==> src/rtl/alu_ctrl.sv <==
// rtl/alu_ctrl.sv - control sequencer for the 16-slice ALU array
// Define ALU_DBL_EN to enable the two-pass 32-bit add (Func E).
module alu_ctrl #(
  parameter int WIDTH = 16
) (
  input  logic       i_clk,
  input  logic       i_reset,
  input  logic       i_start,
  input  logic [3:0] i_func,
  input  logic [3:0] i_sh_amt,
  input  logic       i_nz_chain,
  input  logic       i_cout_msb,
  input  logic       i_a_msb,
  input  logic       i_b_msb,
  input  logic       i_sum_msb,
  input  logic       i_out_msb,
  output logic       o_and,
  output logic       o_or,
  output logic       o_nand,
  output logic       o_nor,
  output logic       o_not,
  output logic       o_xor,
  output logic       o_sub,
  output logic       o_fa_out,
  output logic       o_zero_a,
  output logic       o_sh1,
  output logic       o_sh2,
  output logic       o_sh4,
  output logic       o_sh8,
  output logic       o_shl,
  output logic       o_shr,
  output logic       o_shb,
  output logic       o_sh_out,
  output logic       o_cin_slice0,
  output logic       o_half,
  output logic       o_wr_en,
  output logic       o_busy,
  output logic       o_done,
  output logic       o_err,
  output logic       o_z,
  output logic       o_c,
  output logic       o_n,
  output logic       o_v
);

  if (WIDTH < 2) begin : g_width_chk
    $error("alu_ctrl: WIDTH must be at least 2");
  end

  typedef enum logic [1:0] {S_IDLE, S_EXEC, S_EXEC_HI, S_DONE} state_t;

  typedef struct packed {
    logic       f_and;
    logic       f_or;
    logic       f_nand;
    logic       f_nor;
    logic       f_not;
    logic       f_xor;
    logic       sub;
    logic       fa_out;
    logic       zero_a;
    logic [3:0] sh;
    logic       shl;
    logic       shr;
    logic       shb;
    logic       sh_out;
    logic       cin;
    logic       wr_en;
  } sel_t;

  localparam logic [3:0] F_ADD32 = 4'hE;

  function automatic sel_t decode(input logic [3:0] func, input logic [3:0] sh_amt, input logic c);
    sel_t s;
    s = '0;
    s.wr_en = 1'b1;
    case (func)
      4'h0: s.fa_out = 1'b1;
      4'h1: begin s.fa_out = 1'b1; s.cin = c; end
      4'h2: begin s.fa_out = 1'b1; s.sub = 1'b1; s.cin = 1'b1; end
      4'h3: begin s.fa_out = 1'b1; s.sub = 1'b1; s.cin = c; end
      4'h4: s.f_and = 1'b1;
      4'h5: s.f_or = 1'b1;
      4'h6: s.f_xor = 1'b1;
      4'h7: s.f_nand = 1'b1;
      4'h8: s.f_nor = 1'b1;
      4'h9: begin s.f_not = 1'b1; s.zero_a = 1'b1; end
      4'hA: begin s.sh_out = 1'b1; s.shl = 1'b1; s.sh = sh_amt; end
      4'hB: begin s.sh_out = 1'b1; s.shr = 1'b1; s.sh = sh_amt; end
      4'hC: begin s.sh_out = 1'b1; s.shr = 1'b1; s.shb = 1'b1; s.sh = sh_amt; end
      4'hD: begin s.fa_out = 1'b1; s.sub = 1'b1; s.cin = 1'b1; s.wr_en = 1'b0; end
      4'hE: s.fa_out = 1'b1;
      default: s = '0;
    endcase
    return s;
  endfunction

  state_t     r_state;
  state_t     w_next;
  sel_t       r_sel;
  sel_t       w_sel;
  logic [3:0] r_func;
  logic       r_err;
  logic       r_z, r_c, r_n, r_v;
  logic       w_legal;
  logic       w_last;
  logic       w_arith;
  logic       w_shift;

`ifdef ALU_DBL_EN
  logic       r_half;
  logic       w_half;
  logic       r_z_lo;
  assign w_legal = (i_func != 4'hF);
`else
  assign w_legal = (i_func != 4'hF) && (i_func != F_ADD32);
`endif

  assign w_arith = (r_func <= 4'h3) || (r_func == 4'hD) || (r_func == F_ADD32);
  assign w_shift = (r_func >= 4'hA) && (r_func <= 4'hC);

  always_comb begin
    w_next = r_state;
    w_sel  = '0;
    w_last = 1'b0;
`ifdef ALU_DBL_EN
    w_half = 1'b0;
`endif
    case (r_state)
      S_IDLE: begin
        if (i_start) begin
          if (w_legal) begin
            w_next = S_EXEC;
            w_sel  = decode(i_func, i_sh_amt, r_c);
          end else begin
            w_next = S_DONE;
          end
        end
      end
      S_EXEC: begin
`ifdef ALU_DBL_EN
        if (r_func == F_ADD32) begin
          // The CIn register doubles as the low-pass carry latch.
          w_next       = S_EXEC_HI;
          w_sel.fa_out = 1'b1;
          w_sel.cin    = i_cout_msb;
          w_sel.wr_en  = 1'b1;
          w_half       = 1'b1;
        end else begin
          w_next = S_DONE;
          w_last = 1'b1;
        end
`else
        w_next = S_DONE;
        w_last = 1'b1;
`endif
      end
`ifdef ALU_DBL_EN
      S_EXEC_HI: begin
        w_next = S_DONE;
        w_last = 1'b1;
      end
`endif
      S_DONE:  w_next = S_IDLE;
      default: w_next = S_IDLE;
    endcase
  end

  always_ff @(posedge i_clk) begin
    if (i_reset) begin
      r_state <= S_IDLE;
      r_sel   <= '0;
      r_func  <= 4'h0;
      r_err   <= 1'b0;
      r_z     <= 1'b0;
      r_c     <= 1'b0;
      r_n     <= 1'b0;
      r_v     <= 1'b0;
`ifdef ALU_DBL_EN
      r_half  <= 1'b0;
      r_z_lo  <= 1'b0;
`endif
    end else begin
      r_state <= w_next;
      r_sel   <= w_sel;
      r_err   <= (r_state == S_IDLE) && i_start && !w_legal;
      if (r_state == S_IDLE && i_start) begin
        r_func <= i_func;
      end
`ifdef ALU_DBL_EN
      r_half <= w_half;
      if (r_state == S_EXEC && w_next == S_EXEC_HI) begin
        r_z_lo <= ~i_nz_chain;
      end
`endif
      if (w_last) begin
        r_n <= i_out_msb;
`ifdef ALU_DBL_EN
        r_z <= (r_state == S_EXEC_HI) ? (r_z_lo & ~i_nz_chain) : ~i_nz_chain;
`else
        r_z <= ~i_nz_chain;
`endif
        if (w_arith) begin
          r_c <= i_cout_msb;
          r_v <= (i_a_msb == (i_b_msb ^ r_sel.sub)) && (i_sum_msb != i_a_msb);
        end else if (w_shift) begin
          r_v <= 1'b0;
        end else begin
          r_c <= 1'b0;
          r_v <= 1'b0;
        end
      end
    end
  end

  assign o_and        = r_sel.f_and;
  assign o_or         = r_sel.f_or;
  assign o_nand       = r_sel.f_nand;
  assign o_nor        = r_sel.f_nor;
  assign o_not        = r_sel.f_not;
  assign o_xor        = r_sel.f_xor;
  assign o_sub        = r_sel.sub;
  assign o_fa_out     = r_sel.fa_out;
  assign o_zero_a     = r_sel.zero_a;
  assign o_sh1        = r_sel.sh[0];
  assign o_sh2        = r_sel.sh[1];
  assign o_sh4        = r_sel.sh[2];
  assign o_sh8        = r_sel.sh[3];
  assign o_shl        = r_sel.shl;
  assign o_shr        = r_sel.shr;
  assign o_shb        = r_sel.shb;
  assign o_sh_out     = r_sel.sh_out;
  assign o_cin_slice0 = r_sel.cin;
  assign o_wr_en      = r_sel.wr_en;
`ifdef ALU_DBL_EN
  assign o_half       = r_half;
`else
  assign o_half       = 1'b0;
`endif
  assign o_busy       = (r_state != S_IDLE);
  assign o_done       = (r_state == S_DONE);
  assign o_err        = r_err;
  assign o_z          = r_z;
  assign o_c          = r_c;
  assign o_n          = r_n;
  assign o_v          = r_v;

endmodule
==> config.mk <==
export PLATFORM = sky130hd
export DESIGN_NAME = alu_ctrl
export DESIGN_NICKNAME = d
export VERILOG_FILES = /design/src/rtl/alu_ctrl.sv
export SDC_FILE = /design/constraint.sdc
export NUM_CORES = 1
export LEC_CHECK = 0
export BUFFER_PORTS_ARGS = -buffer_cell sky130_fd_sc_hd__buf_2
export CORE_MARGIN = 3
export CORE_UTILIZATION = 30
export CTS_CLUSTER_SIZE = 28
export DETAILED_ROUTE_END_ITERATION = 7
export GPL_TIMING_DRIVEN = 1
export PLACE_DENSITY_LB_ADDON = 0.3
export SLEW_MARGIN = 20
export SYNTH_ARGS = -nofsm -noshare
export SYNTH_HDL_FRONTEND = slang
export SYNTH_SLANG_ARGS = --single-unit
==> constraint.sdc <==
create_clock -name i_clk -period 1.32 [get_ports i_clk]
set_input_delay 0.264 -clock i_clk [delete_from_list [all_inputs] [get_ports i_clk]]
set_output_delay 0.264 -clock i_clk [all_outputs]
set_load 0.01 [all_outputs]
Word level (Yosys, flattened, before mapping) --
Cells that the tools add are included. W data, S select, Z words.
Storage, ports and cells: register bits 29, word-level logic and storage cells 97
Cells by class: order comparisons 3, equality and inequality tests 24, multiplexer cells 21, bitwise gates (word level) 6, reduce and logical (&&, ||, !) cells 21
Operators by type and width (count):
- $eq A4 B4 Y1 const B | 9
- $mux W1 | 17
- $eq A4 B3 Y1 const B | 4
- $reduce_or A14 Y1 | 1
- $eq A4 B2 Y1 const B | 2
- $ne A4 B4 Y1 const B | 2
- $reduce_or A2 Y1 | 3
- $reduce_or A3 Y1 | 2
- $reduce_or A6 Y1 | 1
- $logic_and A1 B1 Y1 | 5
- $not A1 Y1 | 5
- $reduce_or A5 Y1 | 1
- $eq A4 B1 Y1 const B | 1
- $ge A4 B4 Y1 const B | 1
- $le A4 B2 Y1 const B | 1
- $le A4 B4 Y1 const B | 1
- $logic_not A4 Y1 | 1
- $mux W2 | 2
- $ne A2 B2 Y1 const B | 2
- $pmux W2 S2 | 1
- $reduce_or A4 Y1 | 1
- $eq A2 B1 Y1 const B | 1
- $eq A2 B2 Y1 const B | 1
- $logic_not A2 Y1 | 1
- 8 further kinds | 9

Depth between registers and ports, before layout --
Gate-level depths: netlist (run 1).
depth in word-level cells 5, mapped depth 5, gate-level depth less buffers 4

Worst setup path after synthesis (run 1) --
No wires, ideal clock.
kind register -> register, start point reg r_state[1], end point reg r_sel, in the netlist o_nand, library setup time 0.088 ns, data arrival time 1.146 ns, slack 0.086 ns, stages on the path, launching flop included 5, path buffers 1, clock period less this slack 1.234 ns, cell sequence dfxtp_1 nor3b_4 nand2b_1 buf_2 nor4_2
Between the ends: longest elaborated chain between the ends 3
Ends and longest elaborated chain:
- from (decl) | RTL line 98 | state_t r_state;
- from (signal assigned) | RTL line 184 | r_state <= w_next;
- $logic_not A2 Y1 | RTL line 129 | case (r_state)
- $not A1 Y1 (no source line)
- $reduce_or A4 Y1 (no source line)
- to (signal assigned) | RTL line 185 | r_sel <= w_sel;
- to (decl) | RTL line 100 | sel_t r_sel;
No other way between the ends. A chain may end at the register's enable or synchronous reset.

Worst setup path in the final report (run 1) --
start point reg r_state[1], end point out o_done
Between the ends: longest elaborated chain between the ends 1
Ends and longest elaborated chain:
- $eq A2 B2 Y1 | RTL line 241 | assign o_done = (r_state == S_DONE);
- to (decl) | RTL line 38 | output logic o_done,
No other way between the ends.

==> results_dict.tcl, run 1 <==
set metrics [dict create \
    yosys-top-cells-area "dfxtp_1 52%, mux2i_1 7.2%, nor2_1 4.4%, and2_1 3.4%, nand2b_1 3.4%" \
    synth_nets 129 \
    synthToLayoutAreaGrowth_pct 35.4 \
    grt.overflow.total 0 \
    grt_use_total 0.117 \
    setup_viol 0 \
    synth_top_family_by_area "simple AND/OR/NAND/NOR gates" \
    final_nets 176 \
    rsz0062_at_grt "false" \
    cts_root_buffer "clkbuf_8" \
    grtUsageMet2 0.198 \
    synth_edf_count 0 \
    min_path_type "input pin to register" \
    status "completed" \
    synth_compound_area_frac 0.0717 \
    die_w_microns 67.0 \
    worstSetupEndpointType "output port" \
    clock_latency_ns 0.27 \
    crit_fanout 4 \
    tritoncts "yes" \
    slew_viol_final 0 \
    reg_top3 "r_func: 4 flops, r_state: 2 flops" \
    start_util 0.322 \
    die-height_microns 67.0 \
    busiest_layer "met2" \
    clk_pin_slew_ns 0.06 \
    finalHoldViolCount 0 \
    ant_nets 0 \
    hpwl_mm 1.76 \
    muxShareOfSynthArea 0.0717 \
    finalInstanceArea_sq_um 1510 \
    cp.required_ns 1.06 \
    placed_area_sq_um 1380 \
    design.die.area_sq_um 4490 \
    syn_inst 112 \
    grt_first_pass_wirelength_mm 3.92 \
    largest_reg_flops 4 \
    fin_worst_skew_ns 0.00474 \
    p_leak_uw 0.000701 \
    path_class "register to output port" \
    fin_crit_ns 1.28 \
    drc 0 \
    use_met3 0.0506 \
    synth_adder_area_share 0 \
    grt_use_met1 0.124 \
    finalCritPeriodShare 0.967 \
    drt-initial-drc-count 9 \
    synth_top_cell_by_area "dfxtp_1" \
    clock_sinks 29 \
    portBuffers 42 \
    p_per_area_nw_per_um2 1250 \
    grt_pass1_vias 921 \
    yosysTopAreaCellShare 0.520 \
    core_area_sq_um 3470 \
    drive_above_1_share 0.450 \
    synth_area_per_cell_sq_um 9.96 \
    rows 21 \
    max_freq_mhz 783 \
    ios 44 \
    grt_max_degree 11 \
    synth-simple-area-share 0.281 \
    clockBufferDepth 2 \
    cap_violations 0 \
    synth.yosys.seq_area_share 0.520 \
    critPathLaunchType "register" \
    netlist_area_sq_um 1120 \
    ctsHtreeMaxLevel 2 \
    vias_per_cell 4.42 \
    routed_wl_mm 2.26 \
    synth-seq-cells 29 \
    critPathArrivalTime_ns 1.01 \
    synth_cell_types 29 \
    antenna_found_initial 0 \
    async_flop_share 0 \
    wl_per_cell_microns 11.0 \
    fillers 356 \
    peakVddDrop_mv 0.451 \
    ys.flop_type "dfxtp_1" \
    dr.pass1.iters 4 \
    ys_warn_count 0 \
    gp_congestion 0.780 \
    fin_tns_setup_ns 0 \
    dr_total_vias 910 \
    synth_xor_area_frac 0.00785 \
    largest_register "r_func" \
    n_antenna_cell 0 \
    numCtsBuffers 5 \
]
-- logic make-up after synthesis --
group | after synthesis
simple gates | 51
flops | 29
buf+inv | 10
compound gates | 12
mux | 8
other cells | 1
xor+xnor | 1
-- where the power goes --
part	switching [uW]	leakage, uW	total (uW)	internal, uW
registers	20.8	0.000237	926	906
logic	116	0.000413	228	111
clock network	309	0.0000512	730	421
-- cells in the final DEF (no fill, tap or decap), types with 2 or more instances in the layout --
master,n
or2_2,5
mux2i_1,8
buf_4,5
a21oi_1,5
clkbuf_8,6
nor4_2,2
dfxtp_1,27
nor2_1,13
and2_1,6
nand2_1,5
nor3_1,4
a31oi_1,2
nand3_1,2
inv_1,2
nand2b_1,5
buf_2,41
nor4_1,2
buf_6,2
o21ai_0,2
-- final cells by class --
type | count | area, sq um | area share
Tap cell | 46 | 57.6 | 0.0381
Sequential cell | 29 | 586 | 0.387
Multi-Input combinational cell | 73 | 499 | 0.330
Inverter | 2 | 7.51 | 0.00497
Clock buffer | 6 | 82.6 | 0.0546
Clock inverter | 2 | 13.8 | 0.00911
Timing Repair Buffer | 48 | 265 | 0.175
-- synthesized netlist by cell type, drive strengths merged, types with 2 or more instances --
cell type / instances
or2: 6
inv: 2
buf: 4
nand3: 2
dfxtp: 29
nand2b: 6
nor3: 4
clkbuf: 4
and2: 6
o21ai: 2
a21oi: 6
nand2: 5
mux2i: 8
a31oi: 2
nor2: 13
nor4: 4
-- final timing paths --
check | startpoint | to | slack, ns | cells after the start
max | r_state[1]$_SDFFE_PP0P_ | o_done | 0.04 | 3
min | i_nz_chain | o_z$_SDFFE_PP0P_ | 0.17 | 2
max reg2reg | r_state[1]$_SDFFE_PP0P_ | r_func[2]$_SDFFE_PP0N_ | 0.13 | 4
min reg2reg | o_v$_SDFFE_PP0P_ | o_v$_SDFFE_PP0P_ | 0.48 | 2
-- critical path, stage by stage, from the launching register on --
cell and delay, ns:
dfxtp_4 0.36, buf_6 0.12, and2_1 0.13, buf_2 0.14
-- metal layers --
layer  vias to the layer above  share of wire
met5                         -              0
met4                         0          0.021
met3                         5          0.080
met2                        28           0.49
met1                       413           0.41
li1                        464              -
-- through the flow --
step	power [uW]	hold slack, ns	setup slack (ns)	instances	utilization
global placement	1150	0.450	0.115	197	0.398
CTS	1910	0.160	0.00806	206	0.432
global route	1980	0.173	0.00928	206	0.436
floorplan	1080	0.360	0.0862	112	-
detailed placement	1160	0.455	0.0693	197	0.398
finish	1880	0.166	0.0435	206	0.436
-- repair_timing --
action / 4_1_cts / 5_1_grt
setup endpoints to repair: 1 / 5
gates resized for setup: 5 / 3
hold buffers: 0 / 0
buffers inserted: 1 / 0
hold endpoints to repair: 0 / 0
No activity file was read; power rests on OpenSTA's default activity.
==> run 2, diff against run 1 <==
--- a/config.mk
+++ b/config.mk
@@ -6,6 +6,7 @@
 export NUM_CORES = 1
 export LEC_CHECK = 0
 export BUFFER_PORTS_ARGS = -buffer_cell sky130_fd_sc_hd__buf_2
+export CORE_ASPECT_RATIO = 0.6
 export CORE_MARGIN = 3
 export CORE_UTILIZATION = 30
 export CTS_CLUSTER_SIZE = 28
==> run 2 against run 1 <==
Clock power shrank 5.5%; combinational power hardly changed; largest cell class unchanged; die area up 0.53%; non-clock buffer count decreased by 2; first-iteration DRC count grew to 3.3 times the previous value; core utilization is essentially flat; largest power group unchanged; final area decreased by 2.0%; register-to-register slack worse by 0.09 ns; global-route usage shrank 0.41 points.
==> results_dict.tcl, run 2 (synthesized netlist as in run 1, its figures left out) <==
set metrics [dict create \
    crit_fanout 6 \
    clockBufferDepth 2 \
    reg2reg_from "r_state[1]$_SDFFE_PP0P_" \
    crit_chain "nor3b_4, buf_4, mux2i_1, nor2_1" \
    finalHoldViolCount 0 \
    synthToLayoutAreaGrowth_pct 32.7 \
    n_antenna_cell 0 \
    finalCritPeriodShare 0.970 \
    largest_register "r_func" \
    hpwl_mm 1.92 \
    fin_worst_skew_ns 0.00518 \
    design.die.area_sq_um 4510 \
    cap_violations 0 \
    worstSetupEndpointType "register" \
    critPathLaunchType "register" \
    cts_root_buffer "clkbuf_8" \
    min_from "i_nz_chain" \
    drc 0 \
    max_freq_mhz 781 \
    p_leak_uw 0.000683 \
    r2r_cells 4 \
    path_class "register to register" \
    rows 16 \
    drive_above_1_share 0.443 \
    grt.overflow.total 0 \
    wl_per_cell_microns 12.1 \
    crit_start "r_state[1]$_SDFFE_PP0P_" \
    die_w_microns 84.7 \
    setup_viol 0 \
    fin_crit_ns 1.28 \
    path_buf_inv 1 \
    slew_viol_final 0 \
    total_power_uw 1840 \
    grt_use_total 0.113 \
    tritoncts "yes" \
    clock_sinks 29 \
    gp_congestion 0.727 \
    grt_first_pass_wirelength_mm 3.78 \
    reg_top3 "r_func: 4 flops, r_state: 2 flops" \
    final_common_cell "buf_2" \
    antenna_found_initial 0 \
    critPathSlowestCell "dfxtp_4" \
    routed_wl_mm 2.46 \
    cpLargestDelayFamily "simple AND/OR/NAND/NOR gates" \
    grt_pass1_vias 859 \
    p_per_area_nw_per_um2 1240 \
    dr.pass1.iters 4 \
    ctsHtreeMaxLevel 2 \
    cp.depth 4 \
    clock_latency_ns 0.27 \
    clk_pin_slew_ns 0.06 \
    critPathArrivalTime_ns 1.44 \
    min_path_type "input pin to register" \
    status "completed" \
    ant_nets 0 \
    worstReg2RegEnd "r_func[1]$_SDFFE_PP0N_" \
    dpl.cell_count 195 \
    rrSetupSlack_ns 0.04 \
    cp.required_ns 1.48 \
    stdcell_count 203 \
    largest_reg_flops 4 \
    portBuffers 42 \
    vias_per_cell 4.56 \
    peakVddDrop_mv 0.555 \
    core_area_sq_um 3400 \
    slowest_delay_ns 0.36 \
    final_nets 174 \
    final_cell_mix "41 x buf_2, 27 x dfxtp_1, 13 x nor2_1, 8 x mux2i_1, 6 x and2_1" \
    ios 44 \
    drt-initial-drc-count 30 \
    numCtsBuffers 5 \
    grt_max_degree 15 \
    endpoint "r_func[1]$_SDFFE_PP0N_" \
    start_util 0.328 \
    rsz0062_at_grt "false" \
    die-height_microns 53.2 \
    dr_total_vias 926 \
]
-- run 2: worst min-delay path by stage --
| stage | slack [ns] | cells after the start | endpoint |
|---|---|---|---|
| 6_report | 0.17 | 2 | o_z$_SDFFE_PP0P_ |
| 5_1_grt | 0.17 | 2 | o_z$_SDFFE_PP0P_ |
| 4_1_cts | 0.16 | 2 | o_z$_SDFFE_PP0P_ |
| 3_5_place_dp | 0.46 | 2 | o_z$_SDFFE_PP0P_ |
| 3_3_place_gp | 0.45 | 2 | o_z$_SDFFE_PP0P_ |
| 2_1_floorplan | 0.36 | 1 | o_z$_SDFFE_PP0P_ |
-- run 2: per-layer routing --
metal / vias to the layer above / wire (microns) / global-route usage
met4: 0 / 33 / 0.0474
met1: 436 / 1120 / 0.132
li1: 461 / - / -
met5: - / 0 / 0
met3: 4 / 171 / 0.0529
met2: 25 / 1130 / 0.179
-- run 2: area by class of cell --
type,instances,area [sq um]
Fill cell,336,1920
Inverter,2,7.51
Clock inverter,3,17.5
Timing Repair Buffer,46,246
Sequential cell,29,586
Tap cell,45,56.3
Clock buffer,5,68.8
Multi-Input combinational cell,73,499
-- run 2: timing repair --
action,in CTS,in global routing
setup endpoints to repair,2,3
hold buffers,0,0
buffers inserted,1,0
gates resized for setup,6,1
-- run 2: where the power goes --
group | total [uW] | switching [uW] | leakage [uW] | internal, uW
Sequential | 927 | 21.5 | 0.000237 | 905
Clock | 690 | 327 | 0.0000439 | 362
Combinational | 225 | 119 | 0.000402 | 106
Total | 1840 | 468 | 0.000683 | 1370
-- run 2: through the flow --
step / setup TNS, ns / utilization / setup slack [ns] / hold slack, ns / cell area, sq um
after floorplan: 0 / - / 0.0862 / 0.360 / 1120
after global placement: 0 / 0.403 / 0.0545 / 0.447 / 1370
after detailed placement: -0.0365 / 0.403 / -0.0307 / 0.457 / 1370
after CTS: 0 / 0.437 / 0.0167 / 0.163 / 1490
after global routing: 0 / 0.435 / 0.00427 / 0.172 / 1480
final: 0 / 0.435 / 0.0391 / 0.172 / 1480
==> run 3, diff against run 2 <==
--- a/config.mk
+++ b/config.mk
@@ -13,6 +13,7 @@
 export DETAILED_ROUTE_END_ITERATION = 7
 export GPL_TIMING_DRIVEN = 1
 export PLACE_DENSITY_LB_ADDON = 0.3
+export SETUP_SLACK_MARGIN = 0.4
 export SLEW_MARGIN = 20
 export SYNTH_ARGS = -nofsm -noshare
 export SYNTH_HDL_FRONTEND = slang
==> run 3 against run 2 <==
Count of clock-buffer cells in the layout increased by 2; core utilization rose by 9.3 points; wire length grew 11%; highest routed layer unchanged; via count up 2.9%; cell count is 3.9% higher; die area is the same; final area increased by 21%; total power increased by 11%; critical path depth shrank 2.
==> results_dict.tcl, run 3 (synthesized netlist as in run 1, its figures left out) <==
set metrics [dict create \
    rrSetupSlack_ns 0.08 \
    hpwl_mm 1.89 \
    cpLargestDelayFamily "flip-flops" \
    grt_first_pass_wirelength_mm 4.17 \
    final_cell_mix "29 x buf_2, 16 x buf_6, 15 x dfxtp_2, 12 x dfxtp_1, 10 x nor2_1" \
    fin_crit_ns 1.27 \
    setup_viol 0 \
    drc 0 \
    whs_ns 0.172 \
    r2r_cells 4 \
    grt_pass1_vias 899 \
    design.die.area_sq_um 4510 \
    grt_use_total 0.126 \
    synthToLayoutAreaGrowth_pct 61.1 \
    crit_fanout 4 \
    endpoint "o_busy" \
    core_area_sq_um 3400 \
    final_nets 182 \
    final_common_cell "buf_2" \
    die-height_microns 53.2 \
    fillers 322 \
    crit_start "r_state[1]$_SDFFE_PP0P_" \
    ctsHtreeMaxLevel 2 \
    rsz0062_at_grt "true" \
    p_leak_uw 0.000792 \
    layout_setup_ws_ns 0.0536 \
    largest_reg_flops 4 \
    dr.pass1.iters 2 \
    max_freq_mhz 790 \
    grt.overflow.total 0 \
    portBuffers 42 \
    cp.required_ns 1.06 \
    reg2reg_from "r_state[1]$_SDFFE_PP0P_" \
    path_class "register to output port" \
    finalHoldViolCount 0 \
    ios 44 \
    grt_max_degree 15 \
    ant_nets 0 \
    clock_latency_ns 0.28 \
    critPathLaunchType "register" \
    vias_per_cell 4.52 \
    start_util 0.328 \
    gp_congestion 0.741 \
    crit_chain "or2_4, buf_6" \
    cap_violations 0 \
    cp.depth 2 \
    dr_total_vias 953 \
    wl_per_cell_microns 12.9 \
    dp_slack_ns 0.0962 \
    reg_top3 "r_func: 4 flops, r_state: 2 flops" \
    peakVddDrop_mv 0.518 \
    critPathSlowestCell "dfxtp_4" \
    worstSetupEndpointType "output port" \
    path_buf_inv 1 \
    fin_tns_setup_ns 0 \
    drt-initial-drc-count 42 \
    clk_pin_slew_ns 0.06 \
    drive_above_1_share 0.663 \
    min_path_type "input pin to register" \
    slowest_delay_ns 0.36 \
    status "completed" \
    numCtsBuffers 5 \
    critPathArrivalTime_ns 1.00 \
    rows 16 \
    antenna_found_initial 0 \
    largest_register "r_func" \
    n_antenna_cell 0 \
    routed_wl_mm 2.73 \
    cts_root_buffer "clkbuf_8" \
    slew_viol_final 0 \
    finalCritPeriodShare 0.959 \
    clockBufferDepth 2 \
    tritoncts "yes" \
    fin_worst_skew_ns 0.00591 \
    die_w_microns 84.7 \
    clock_sinks 29 \
    p_per_area_nw_per_um2 1140 \
    worstReg2RegEnd "o_sh2$_SDFF_PP0_" \
]
[run 3: cell type report]
class | count | area [sq um] | share of cell area
inverters | 2 | 7.51 | 0.00418
repair buffers | 54 | 405 | 0.225
well taps | 45 | 56.3 | 0.0313
multi-input cells | 73 | 621 | 0.345
flip-flops and latches | 29 | 607 | 0.338
clock buffers | 7 | 96.3 | 0.0536
clock inverters | 1 | 5.00 | 0.00278
[run 3: routing by layer]
layer	up-vias	track usage	wire [microns]
met4	0	0.0684	55
met5	-	0	0
li1	477	-	-
met2	26	0.196	1250
met1	442	0.145	1230
met3	8	0.0607	193
[run 3: worst min path at each step]
stage | endpoint | depth (start not counted) | from | slack, ns
floorplan | o_z$_SDFFE_PP0P_ | 1 | i_nz_chain | 0.36
CTS | o_z$_SDFFE_PP0P_ | 2 | i_nz_chain | 0.15
global placement | o_z$_SDFFE_PP0P_ | 2 | i_nz_chain | 0.45
detailed placement | o_z$_SDFFE_PP0P_ | 2 | i_nz_chain | 0.45
finish | o_z$_SDFFE_PP0P_ | 2 | i_nz_chain | 0.17
global route | o_z$_SDFFE_PP0P_ | 2 | i_nz_chain | 0.17
[run 3: repair_timing]
item,in CTS,in global routing
pin swaps,10,8
endpoints found under the setup margin,53,54
cloned,0,0
hold buffers,0,0
resized for setup,37,16
setup buffers,7,2
[run 3: power breakdown]
part	leakage [uW]	switching [uW]	total [uW]	internal, uW
Sequential	0.000244	26.5	936	909
Combinational	0.000494	153	311	158
Clock	0.0000542	335	805	470
Total	0.000792	514	2050	1540
[run 3: worst reg2reg max path, delay by kind of cell (launching register included)]
family          cells  cell delay, ns
simple gates        3            0.63
flops               1            0.36
compound gates      1            0.19
[run 3: metrics by stage]
stage	power (uW)	instance area, sq um	std cells	util
after floorplan	1090	1150	112	-
after global placement	1160	1390	194	0.410
after detailed placement	1160	1390	194	0.410
after CTS	2030	1710	209	0.503
after global routing	2150	1800	211	0.528
final	2050	1800	211	0.528
